<file path="config.mk">
export PLATFORM = sky130hd
export DESIGN_NAME = facto_host
export DESIGN_NICKNAME = d
export VERILOG_FILES = /design/src/rtl/facto_pkg.sv /design/src/rtl/facto_host.sv
export SDC_FILE = /design/constraint.sdc
export NUM_CORES = 1
export LEC_CHECK = 0
export ABC_CLOCK_PERIOD_IN_PS = 3900
export CAP_MARGIN = 5
export CORE_ASPECT_RATIO = 2
export CORE_UTILIZATION = 40
export CTS_BUF_LIST = sky130_fd_sc_hd__clkbuf_2 sky130_fd_sc_hd__clkbuf_4 sky130_fd_sc_hd__clkbuf_8
export CTS_CLUSTER_DIAMETER = 50
export CTS_CLUSTER_SIZE = 25
export DETAILED_ROUTE_END_ITERATION = 10
export PLACE_DENSITY = 0.76
export SLEW_MARGIN = 25
export SYNTH_ARGS = -nofsm -noshare
export SYNTH_HDL_FRONTEND = slang
export SYNTH_SLANG_ARGS = --single-unit
</file>
<file path="constraint.sdc">
create_clock -name clk -period 3.9 [get_ports clk]
set_input_delay 0.78 -clock clk [delete_from_list [all_inputs] [get_ports clk]]
set_output_delay 0.78 -clock clk [all_outputs]
set_load 0.1 [all_outputs]
</file>
<file path="src/rtl/facto_pkg.sv">
// Shared definitions for the FactoCore bus host: register map, FSM states and
// the registered bus-cycle bundle.
package facto_pkg;

  localparam int DATA_W = 64;

  localparam logic [15:0] OFS_START    = 16'h0000;
  localparam logic [15:0] OFS_CLEAR    = 16'h0008;
  localparam logic [15:0] OFS_OPDONE   = 16'h0010;
  localparam logic [15:0] OFS_INTREN   = 16'h0018;
  localparam logic [15:0] OFS_OPERAND  = 16'h0020;
  localparam logic [15:0] OFS_RESULT_H = 16'h0028;
  localparam logic [15:0] OFS_RESULT_L = 16'h0030;

  typedef enum logic [3:0] {
    IDLE, CLR, CLR_DN, WR_INTEN, WR_OPND, START,
    WAIT, RD_H, RD_L, ABORT_CLR, ABORT_DN, RSP
  } state_e;

  typedef struct packed {
    logic              sel;
    logic              wr;
    logic [15:0]       addr;
    logic [DATA_W-1:0] dout;
  } bus_t;

  function automatic bus_t bus_write(input logic [15:0] addr, input logic [DATA_W-1:0] data);
    bus_t b;
    b.sel  = 1'b1;
    b.wr   = 1'b1;
    b.addr = addr;
    b.dout = data;
    return b;
  endfunction

  function automatic bus_t bus_read(input logic [15:0] addr);
    bus_t b;
    b.sel  = 1'b1;
    b.wr   = 1'b0;
    b.addr = addr;
    b.dout = '0;
    return b;
  endfunction

endpackage

</file>
<file path="src/rtl/facto_host.sv">
// Bus master that runs one FactoCore factorial job per client request:
// program the core, wait for done (poll or interrupt), read the 128-bit result.
module facto_host
  import facto_pkg::*;
#(
  parameter logic [15:0] BASE     = 16'h7000,
  parameter int          POLL_GAP = 4,
  parameter int          TIMEOUT  = 2048
) (
  input  logic              clk,
  input  logic              reset_n,
  input  logic              req_valid,
  output logic              req_ready,
  input  logic [DATA_W-1:0] req_operand,
  input  logic              req_use_intr,
  output logic              rsp_valid,
  input  logic              rsp_ready,
  output logic [DATA_W-1:0] rsp_result_h,
  output logic [DATA_W-1:0] rsp_result_l,
  output logic              rsp_error,
  output logic              m_sel,
  output logic              m_wr,
  output logic [15:0]       m_addr,
  output logic [DATA_W-1:0] m_dout,
  input  logic [DATA_W-1:0] m_din,
  input  logic              interrupt
);

  localparam int TO_W = $clog2(TIMEOUT + 1);
  localparam int PG_W = $clog2(POLL_GAP + 2);

  state_e            state_q, state_d;
  bus_t              bus_q, bus_d;
  logic [DATA_W-1:0] opnd_q, opnd_d;
  logic              intr_q, intr_d;
  logic [TO_W-1:0]   to_cnt_q, to_cnt_d;
  logic [PG_W-1:0]   pg_cnt_q, pg_cnt_d;
  logic [DATA_W-1:0] res_h_q, res_h_d;
  logic [DATA_W-1:0] res_l_q, res_l_d;
  logic              err_q, err_d;
  logic              done;

  always_comb begin
    // NOTE: every signal gets a default before the case so no path can infer a latch.
    state_d  = state_q;
    bus_d    = bus_q;
    bus_d.sel = 1'b0;
    bus_d.wr  = 1'b0;
    opnd_d   = opnd_q;
    intr_d   = intr_q;
    to_cnt_d = to_cnt_q;
    pg_cnt_d = pg_cnt_q;
    res_h_d  = res_h_q;
    res_l_d  = res_l_q;
    err_d    = err_q;
    done     = 1'b0;

    case (state_q)
      IDLE: if (req_valid) begin
        opnd_d  = req_operand;
        intr_d  = req_use_intr;
        res_h_d = '0;
        res_l_d = '0;
        err_d   = 1'b0;
        state_d = CLR;
        bus_d   = bus_write(BASE + OFS_CLEAR, 64'd1);
      end
      CLR: begin
        state_d = CLR_DN;
        bus_d   = bus_write(BASE + OFS_CLEAR, 64'd0);
      end
      CLR_DN: begin
        state_d = WR_INTEN;
        bus_d   = bus_write(BASE + OFS_INTREN, {63'b0, intr_q});
      end
      WR_INTEN: begin
        state_d = WR_OPND;
        bus_d   = bus_write(BASE + OFS_OPERAND, opnd_q);
      end
      WR_OPND: begin
        state_d = START;
        bus_d   = bus_write(BASE + OFS_START, 64'd1);
      end
      START: begin
        state_d  = WAIT;
        to_cnt_d = '0;
        pg_cnt_d = PG_W'(POLL_GAP);
        if (!intr_q) bus_d = bus_read(BASE + OFS_OPDONE);
      end
      WAIT: begin
        // In poll mode the only WAIT bus cycles are opdone reads, so sel marks a valid sample.
        done = intr_q ? interrupt : (bus_q.sel & m_din[0]);
        if (done) begin
          state_d = RD_H;
          bus_d   = bus_read(BASE + OFS_RESULT_H);
        end else if (to_cnt_q == TO_W'(TIMEOUT - 1)) begin
          state_d = ABORT_CLR;
          bus_d   = bus_write(BASE + OFS_CLEAR, 64'd1);
        end else begin
          to_cnt_d = to_cnt_q + 1'b1;
          if (!intr_q) begin
            if (pg_cnt_q == '0) begin
              bus_d    = bus_read(BASE + OFS_OPDONE);
              pg_cnt_d = PG_W'(POLL_GAP);
            end else begin
              pg_cnt_d = pg_cnt_q - 1'b1;
            end
          end
        end
      end
      RD_H: begin
        res_h_d = m_din;
        state_d = RD_L;
        bus_d   = bus_read(BASE + OFS_RESULT_L);
      end
      RD_L: begin
        res_l_d = m_din;
        state_d = RSP;
      end
      ABORT_CLR: begin
        state_d = ABORT_DN;
        bus_d   = bus_write(BASE + OFS_CLEAR, 64'd0);
      end
      ABORT_DN: begin
        err_d   = 1'b1;
        state_d = RSP;
      end
      RSP: if (rsp_ready) state_d = IDLE;
      default: state_d = IDLE;
    endcase
  end

  // NOTE: sequential state uses non-blocking assignments only, so every flop samples pre-edge values.
  always_ff @(posedge clk or negedge reset_n) begin
    if (!reset_n) begin
      state_q  <= IDLE;
      bus_q    <= '{sel: 1'b0, wr: 1'b0, addr: BASE, dout: '0};
      opnd_q   <= '0;
      intr_q   <= 1'b0;
      to_cnt_q <= '0;
      pg_cnt_q <= '0;
      res_h_q  <= '0;
      res_l_q  <= '0;
      err_q    <= 1'b0;
    end else begin
      state_q  <= state_d;
      bus_q    <= bus_d;
      opnd_q   <= opnd_d;
      intr_q   <= intr_d;
      to_cnt_q <= to_cnt_d;
      pg_cnt_q <= pg_cnt_d;
      res_h_q  <= res_h_d;
      res_l_q  <= res_l_d;
      err_q    <= err_d;
    end
  end

  assign req_ready    = (state_q == IDLE);
  assign rsp_valid    = (state_q == RSP);
  assign rsp_result_h = res_h_q;
  assign rsp_result_l = res_l_q;
  assign rsp_error    = err_q;
  assign m_sel        = bus_q.sel;
  assign m_wr         = bus_q.wr;
  assign m_addr       = bus_q.addr;
  assign m_dout       = bus_q.dout;

endmodule

</file>
Word level (Yosys, flattened, before mapping)
Index checks and enable logic that the tools add are counted.
{ "classes": {"add_sub_neg": 2, "mul": 0, "div_mod_pow": 0, "order_cmp": 0, "eq_ne": 21, "shift": 0, "n_mux": 26, "bitwise": 1, "n_reduce_logical": 17} }
{ "ops": {"columns": ["cell", "count"], "rows": [
  ["82-bit one-hot mux with 8 select lines", 1],
  ["82-bit 2-to-1 mux", 6],
  ["64-bit one-hot mux with 2 select lines", 2],
  ["64-bit 2-to-1 mux", 1],
  ["4-bit one-hot mux with 11 select lines", 1],
  ["12-bit 2-to-1 mux", 2],
  ["12-bit one-hot mux with 2 select lines", 1],
  ["4-bit by 3-bit == test with 1-bit output (second input constant)", 4],
  ["4-bit == test (second input constant)", 4],
  ["4-bit 2-to-1 mux", 4],
  ["12-bit by 1-bit adder with 12-bit output (second input constant)", 1],
  ["12-bit by 11-bit == test with 1-bit output (second input constant)", 1],
  ["3-bit 2-to-1 mux", 4],
  ["2-bit inequality test (second input constant)", 5],
  ["4-bit by 2-bit == test with 1-bit output (second input constant)", 2],
  ["4-bit inequality test (second input constant)", 2],
  ["2-bit AND reduction", 4],
  ["2-bit nonzero test", 4],
  ["8-bit nonzero test", 1],
  ["3-bit one-hot mux with 2 select lines", 1],
  ["3-bit AND reduction", 2],
  ["5-bit AND reduction", 1],
  ["4-bit by 1-bit == test with 1-bit output (second input constant)", 1],
  ["4-bit zero test", 1],
  ["other kinds (9)", 11]
]} }
{ "totals": {"reg_bits": 295, "latch_bits": 0, "ramBits": 0, "mem_bits_ro": 0, "in_bits": 134, "out_inout_bits": 213, "elab_cells": 79, "mem_count": 0} }

Longest topological paths before layout
Gate-level depths: netlist of the first run.
{ "depth": {"depth_word": 6, "depth_mapped": 9, "depth_no_buf": 6} }

Worst setup path before layout of the first run
Ideal clock, no wire load.
{ "synth_timing": {"path_type": "register to output", "from": "reg state_q[0]", "to": "out rsp_valid", "arrival_time_ns": 2.060, "t_required_ns": 3.120, "setup_slack_ns": 1.060, "stages_incl_launch_ff": 4, "path_buffers": 1, "cell_sequence": "dfrtp_1 > clkbuf_1 > nand2_1 > nor2_1"} }
{ "synth_via": {"elab_chain_len": 1} }
{ "synth_lines": {"columns": ["item", "line", "text"], "rows": [
  ["from (decl)", "facto_host.sv:32", "state_e state_q, state_d;"],
  ["from (signal assigned)", "facto_host.sv:146", "state_q <= state_d;"],
  ["4-bit == test", "facto_host.sv:159", "assign rsp_valid = (state_q == RSP);"],
  ["to (decl)", "facto_host.sv:16", "output logic rsp_valid,"]
]} }
No other way between the ends.

==> results of run 1 <==
==> area by class of cell <==
type	count	area, um^2	area share (%)
Antenna cell	4	10.0	0.0649
Clock buffer	20	275	1.78
Clock inverter	10	115	0.746
Inverter	8	30.0	0.195
Multi-Input combinational cell	657	3910	25.3
Sequential cell	283	7080	45.9
Tap cell	356	445	2.89
Timing Repair Buffer	351	3560	23.1
==> state kept, by name, indices dropped and copies added (netlist names) <==
signal / flops
m_dout: 64
opnd_q: 64
rsp_result_h: 64
rsp_result_l: 64
to_cnt_q: 12
m_addr: 4
state_q: 4
pg_cnt_q: 3
intr_q: 1
m_sel: 1
m_wr: 1
rsp_error: 1
==> worst paths after layout <==
check | startpoint | endpoint | cells past startpoint
setup / recovery | m_addr[14] | m_addr[12] | 1
hold / removal | reset_n | rsp_result_h[61] | 1
setup reg to reg | state_q[0] | pg_cnt_q[0] | 4
hold reg to reg | opnd_q[5] | m_dout[5] | 1
max in group asynchronous | reset_n | m_addr[14] | 2
min in group clk | opnd_q[5] | m_dout[5] | 1
==> synthesized netlist by cell type (2+ instances only) <==
library cell,n,area [um^2]
a21o_1,3,22.5
a21oi_1,7,35.0
a31o_1,3,26.3
a32o_1,64,641
and2_1,3,18.8
and3_1,3,18.8
buf_1,2,7.51
buf_2,15,75.1
buf_4,12,90.1
buf_6,4,45.0
clkbuf_1,62,233
dfrtp_1,282,7060
inv_1,8,30.0
mux2_2,67,754
mux2i_1,5,50.1
nand2_1,273,1020
nand2b_1,3,18.8
nand3_1,10,50.1
nand3b_1,4,30.0
nand4_1,3,18.8
nor2_1,10,37.5
nor2b_1,2,12.5
nor3_1,6,30.0
nor4_1,4,25.0
o211a_1,2,20.0
o211ai_1,4,30.0
o21ai_0,135,676
o221ai_1,3,26.3
o22ai_1,2,12.5
o311ai_0,3,26.3
o31ai_1,5,37.5
or4_1,3,22.5
==> logic make-up (layout without fill, tap and decap cells) <==
logic type,after synthesis,after routing,share of synthesized area [%]
adder cells (fa/ha/maj),1,1,0.110
buffers and inverters,103,389,4.21
AND/OR/NAND/NOR,333,333,12.2
other,1,14,0.0328
AO/OA/AOI/OAI,240,240,14.3
multiplexers,72,72,7.05
flip-flops,283,283,62.0
XOR/XNOR,1,1,0.0767
==> per-stage QoR <==
| stage | instances | hold WS (ns) | cell area, um^2 |
|---|---|---|---|
| 2_1_floorplan | 1043 | 0.460 | 11500 |
| 3_3_place_gp | 1655 | 0.466 | 15000 |
| 3_5_place_dp | 1655 | 0.475 | 15000 |
| 4_1_cts | 1685 | 0.221 | 15400 |
| 5_1_grt | 1689 | 0.233 | 15400 |
| 6_report | 1689 | 0.217 | 15400 |
==> routing by layer <==
| metal | track usage (%) | share of wire, % | up-vias |
|---|---|---|---|
| met4 | 12.3 | 5.8 | 0 |
| li1 | - | - | 4148 |
| met3 | 3.14 | 4.7 | 70 |
| met5 | 0 | 0 | - |
| met2 | 36.5 | 52 | 294 |
| met1 | 25.5 | 37 | 4442 |
==> impl_metrics.env, run 1 <==
export IMPL_ios=347
export IMPL_fin_crit_ns=3.07
export IMPL_cts_buffer_depth=3
export IMPL_setup_viol=0
export IMPL_dpl_hpwl_um=22200
export IMPL_nets=1455
export IMPL_setup_tns_ns=0
export IMPL_via_per_inst=5.30
export IMPL_track_usage_pct=21.4
export IMPL_clock_sinks=283
export IMPL_synth_async_reset_ratio_pct=100
export IMPL_floorplan_die_area_um2=29300
export IMPL_drtPass1Iterations=5
export IMPL_synth_edff_count=0
export IMPL_dieWidth_um=121
export IMPL_cts_setup_buffers=0
export IMPL_cp_slowest_cell="clkdlybuf4s50_1"
export IMPL_drt_iter0_markers=554
export IMPL_postCtsHoldBufs=0
export IMPL_fp_coreArea_um2=28100
export IMPL_start_kind="flop"
export IMPL_layout_setup_ws_ns=0.830
export IMPL_insertion_delay_ns=0.56
export IMPL_gr_total_overflow=0
export IMPL_drive_above_1_share_pct=9.56
export IMPL_htree_num_levels=1
export IMPL_avgSynthCellArea_um2=11.0
export IMPL_ys_ff_latch=283
export IMPL_clock_skew_ns=0.0290
export IMPL_critPathMaxStageDelay_ns=1.14
export IMPL_cp_top_family="buffers and inverters"
export IMPL_status="complete, no violations"
export IMPL_yosysSeqAreaShare_pct=62.0
export IMPL_io_buffers=336
export IMPL_path_max_fanout=4
export IMPL_synthDistinctLibCells=54
export IMPL_worstSetupEndpointType="primary output"
export IMPL_num_vias=8954
export IMPL_relSlewSlack_pct=26.8
export IMPL_final_cell_mix="332 x clkdlybuf4s50_1, 282 x dfrtp_1, 272 x nand2_1, 135 x o21ai_0, 67 x mux2_2"
export IMPL_crit_chain="clkdlybuf4s50_1"
export IMPL_drtAntennaViolNets=0
export IMPL_min_path_type="in2async"
export IMPL_cts_made_buffers=19
export IMPL_ys_warn_count=0
export IMPL_fin_crit_sh_pct=78.7
export IMPL_final_common_cell="clkdlybuf4s50_1"
export IMPL_final_core_util_pct=54.9
export IMPL_drc=0
export IMPL_worstMarginPinSlew_ns=1.09
export IMPL_synthToLayoutAreaGrowth_pct=35.1
export IMPL_rrSetupSlack_ns=1.25
export IMPL_finalHoldViolCount=0
export IMPL_ys_flop_type="dfrtp_1"
export IMPL_worst_ep_arrival_time_ns=2.29
export IMPL_grt_max_degree=128
export IMPL_wirelength_um=31900
export IMPL_drv_cap=0
export IMPL_dp_slack_ns=0.910
export IMPL_fp_dieH_um=241
export IMPL_root_buffer="clkbuf_8"
export IMPL_cts_resized=0
export IMPL_report_final_slew_viol_count=0
export IMPL_gp_congestion=0.868
export IMPL_drt_wirelength_per_cell_um=18.9
export IMPL_nFillCells=2468
export IMPL_num_rows=87
export IMPL_cts_tree="done"
export IMPL_synthCells=1034
export IMPL_synth_area_um2=11400
export IMPL_grt_pass1_wl_um=48700
export IMPL_clock_fmax_mhz=326
export IMPL_start_util_pct=40.7
export IMPL_rsz0062_at_grt="false"
export IMPL_cp_buffers_inverters=1
export IMPL_cts_clk_slew_worst_paths_ns=0.14
export IMPL_grt_pass1_vias=8702
export IMPL_antenna_found_initial=4
export IMPL_required_ns=3.12
export IMPL_critPathKind="reg2out"
Power of run 1 is left out: the tool's default activity adds up to more than one toggle a clock period on the data nets, which glitch-free logic cannot reach.
==> run 2, diff against run 1 <==
--- a/config.mk
+++ b/config.mk
@@ -5,7 +5,7 @@
 export SDC_FILE = /design/constraint.sdc
 export NUM_CORES = 1
 export LEC_CHECK = 0
-export ABC_CLOCK_PERIOD_IN_PS = 3900
+export ABC_CLOCK_PERIOD_IN_PS = 3100
 export CAP_MARGIN = 5
 export CORE_ASPECT_RATIO = 2
 export CORE_UTILIZATION = 40
==> constraint.sdc (replaced) <==
create_clock -name clk -period 3.1 [get_ports clk]
set_input_delay 0.62 -clock clk [delete_from_list [all_inputs] [get_ports clk]]
set_output_delay 0.62 -clock clk [all_outputs]
set_load 0.1 [all_outputs]
==> run 2 against run 1 <==
  * Global-route usage grew 0.16 points
  * Critical path depth grew 4
  * Setup slack lost 0.41 ns
  * Wire length grew 0.96%
  * Sequential cell count is the same
  * Clock skew shrank 0.011 ns
  * Hold slack gained 0.28 ns
  * Final cell count grew 0.77%
  * Via count grew 1.3%
  * Critical path type unchanged
  * Critical endpoint is now req_ready
==> impl_metrics.env, run 2 (synthesis gave the netlist of run 1 again) <==
export IMPL_status="complete, no violations"
export IMPL_worst_r2r_cell_count=6
export IMPL_gr_total_overflow=0
export IMPL_ios=347
export IMPL_min_path_type="reg2reg"
export IMPL_antenna_found_initial=4
export IMPL_setup_viol=0
export IMPL_synthToLayoutAreaGrowth_pct=32.8
export IMPL_setup_tns_ns=0
export IMPL_drv_cap=0
export IMPL_num_rows=87
export IMPL_grt_pass1_vias=8889
export IMPL_final_common_cell="dfrtp_1"
export IMPL_drt_iter0_markers=603
export IMPL_num_vias=9069
export IMPL_whs_path_depth=1
export IMPL_clock_sinks=283
export IMPL_clock_fmax_mhz=374
export IMPL_fp_coreArea_um2=28100
export IMPL_cts_clk_slew_worst_paths_ns=0.14
export IMPL_start_util_pct=40.7
export IMPL_critPathKind="reg2out"
export IMPL_hp_start="opnd_q[38]"
export IMPL_critPathMaxStageDelay_ns=0.53
export IMPL_dieWidth_um=121
export IMPL_whs_endpoint="m_dout[38]"
export IMPL_nets=1463
export IMPL_rr_startpoint="to_cnt_q[0]"
export IMPL_htree_num_levels=1
export IMPL_insertion_delay_ns=0.61
export IMPL_grt_max_degree=128
export IMPL_relSlewSlack_pct=62.5
export IMPL_drc=0
export IMPL_drtAntennaViolNets=0
export IMPL_drt_wirelength_per_cell_um=18.9
export IMPL_cp_buffers_inverters=3
export IMPL_fin_crit_ns=2.68
export IMPL_finalHoldViolCount=0
export IMPL_cts_made_buffers=21
export IMPL_worstMarginPinSlew_ns=0.563
export IMPL_floorplan_die_area_um2=29300
export IMPL_gp_congestion=0.891
export IMPL_cp_top_family="buffers and inverters"
export IMPL_start_kind="flop"
export IMPL_report_final_slew_viol_count=0
export IMPL_path_max_fanout=12
export IMPL_required_ns=2.48
export IMPL_cts_tree="done"
export IMPL_via_per_inst=5.33
export IMPL_rsz0062_at_grt="false"
export IMPL_cts_buffer_depth=3
export IMPL_root_buffer="clkbuf_8"
export IMPL_cp_slowest_cell="dfrtp_1"
export IMPL_clock_skew_ns=0.0181
export IMPL_fin_crit_sh_pct=86.4
export IMPL_wirelength_um=32200
export IMPL_final_cell_mix="282 x dfrtp_1, 272 x nand2_1, 212 x buf_4, 135 x o21ai_0, 132 x clkdlybuf4s50_1"
export IMPL_grt_pass1_wl_um=49300
export IMPL_worstSetupEndpointType="primary output"
export IMPL_track_usage_pct=21.6
export IMPL_worst_ep_arrival_time_ns=2.06
export IMPL_drtPass1Iterations=5
export IMPL_fp_dieH_um=241
export IMPL_io_buffers=336
export IMPL_rrSetupSlack_ns=0.70
export IMPL_cpMostUsedCell="buf_4"
export IMPL_drive_above_1_share_pct=25.3
export IMPL_dpl_hpwl_um=22300
export IMPL_r2r_end="m_dout[6]"
export IMPL_crit_chain="buf_4 > nor2_1 > nand2_1 > inv_1 > buf_4"
export IMPL_cts_setup_buffers=0
run 2: changes by cell type in the layout (fill, tap and decap cells not counted), moves of 2 or more:
| cell | previous run | this run |
|---|---|---|
| buf_4 | 10 | 212 |
| clkdlybuf4s50_1 | 332 | 132 |
| buf_12 | 7 | 11 |
| inv_12 | 1 | 4 |
| clkinv_2 | 2 | 0 |
| inv_6 | 0 | 2 |
run 2: how the worst max path moves through the flow:
stage / start / to / slack [ns] / cells past startpoint
floorplan: state_q[0] / rsp_valid / 0.42 / 3
global placement: req_valid / m_dout[8] / 0.55 / 6
detailed placement: req_valid / m_dout[6] / 0.49 / 6
CTS: state_q[1] / req_ready / 0.38 / 5
global route: state_q[1] / req_ready / 0.27 / 5
finish: state_q[1] / req_ready / 0.42 / 5
run 2: cell type report:
cell class	count	area, um^2
Antenna cell	4	10.0
Clock buffer	21	289
Clock inverter	16	240
Fill cell	2479	12900
Inverter	8	30.0
Multi-Input combinational cell	657	3910
Sequential cell	283	7080
Tap cell	356	445
Timing Repair Buffer	357	3160
run 2: what timing repair did:
| action | in CTS | in global routing |
|---|---|---|
| gates resized for setup | 0 | 0 |
| hold buffers | 1 | 0 |
| hold endpoints to repair | 57 | 0 |
run 2: routing by layer:
| layer | routed length, um | GRT usage [%] | vias to the layer above |
|---|---|---|---|
| met5 | 13 | 0 | - |
| met3 | 1670 | 3.54 | 82 |
| met2 | 17100 | 36.9 | 319 |
| li1 | - | - | 4160 |
| met1 | 11700 | 25.1 | 4506 |
| met4 | 1800 | 12.9 | 2 |
run 2: worst reg2reg max path: cells and delay by family (launching register included):
family | cells | cell delay, ns
buffers and inverters | 1 | 0.21
DFF | 1 | 0.42
AOI/OAI and AO/OA | 2 | 0.69
and+or+nand+nor | 2 | 0.75
adders and majority gates | 1 | 0.23
run 2: metrics by stage:
step / std cells / area [um^2] / hold slack (ns) / utilization [%] / setup slack (ns)
2_1_floorplan: 1043 / 11500 / 0.324 / - / 0.420
4_1_cts: 1698 / 15200 / 0.507 / 54.0 / 0.385
6_report: 1702 / 15200 / 0.500 / 54.0 / 0.423
5_1_grt: 1701 / 15200 / 0.520 / 54.0 / 0.266
3_5_place_dp: 1660 / 14600 / 0.477 / 52.0 / 0.490
3_3_place_gp: 1660 / 14600 / 0.466 / 52.0 / 0.546
Power of run 2 is left out for the same reason.
==> run 3, diff against run 2 <==
--- a/config.mk
+++ b/config.mk
@@ -5,8 +5,7 @@
 export SDC_FILE = /design/constraint.sdc
 export NUM_CORES = 1
 export LEC_CHECK = 0
-export ABC_CLOCK_PERIOD_IN_PS = 3100
-export CAP_MARGIN = 5
+export CAP_MARGIN = 40
 export CORE_ASPECT_RATIO = 2
 export CORE_UTILIZATION = 40
 export CTS_BUF_LIST = sky130_fd_sc_hd__clkbuf_2 sky130_fd_sc_hd__clkbuf_4 sky130_fd_sc_hd__clkbuf_8
==> results of run 3 <==
Same layout as run 2: the final DEF is identical, and so are final timing and power.
Power of run 3 is left out for the same reason.
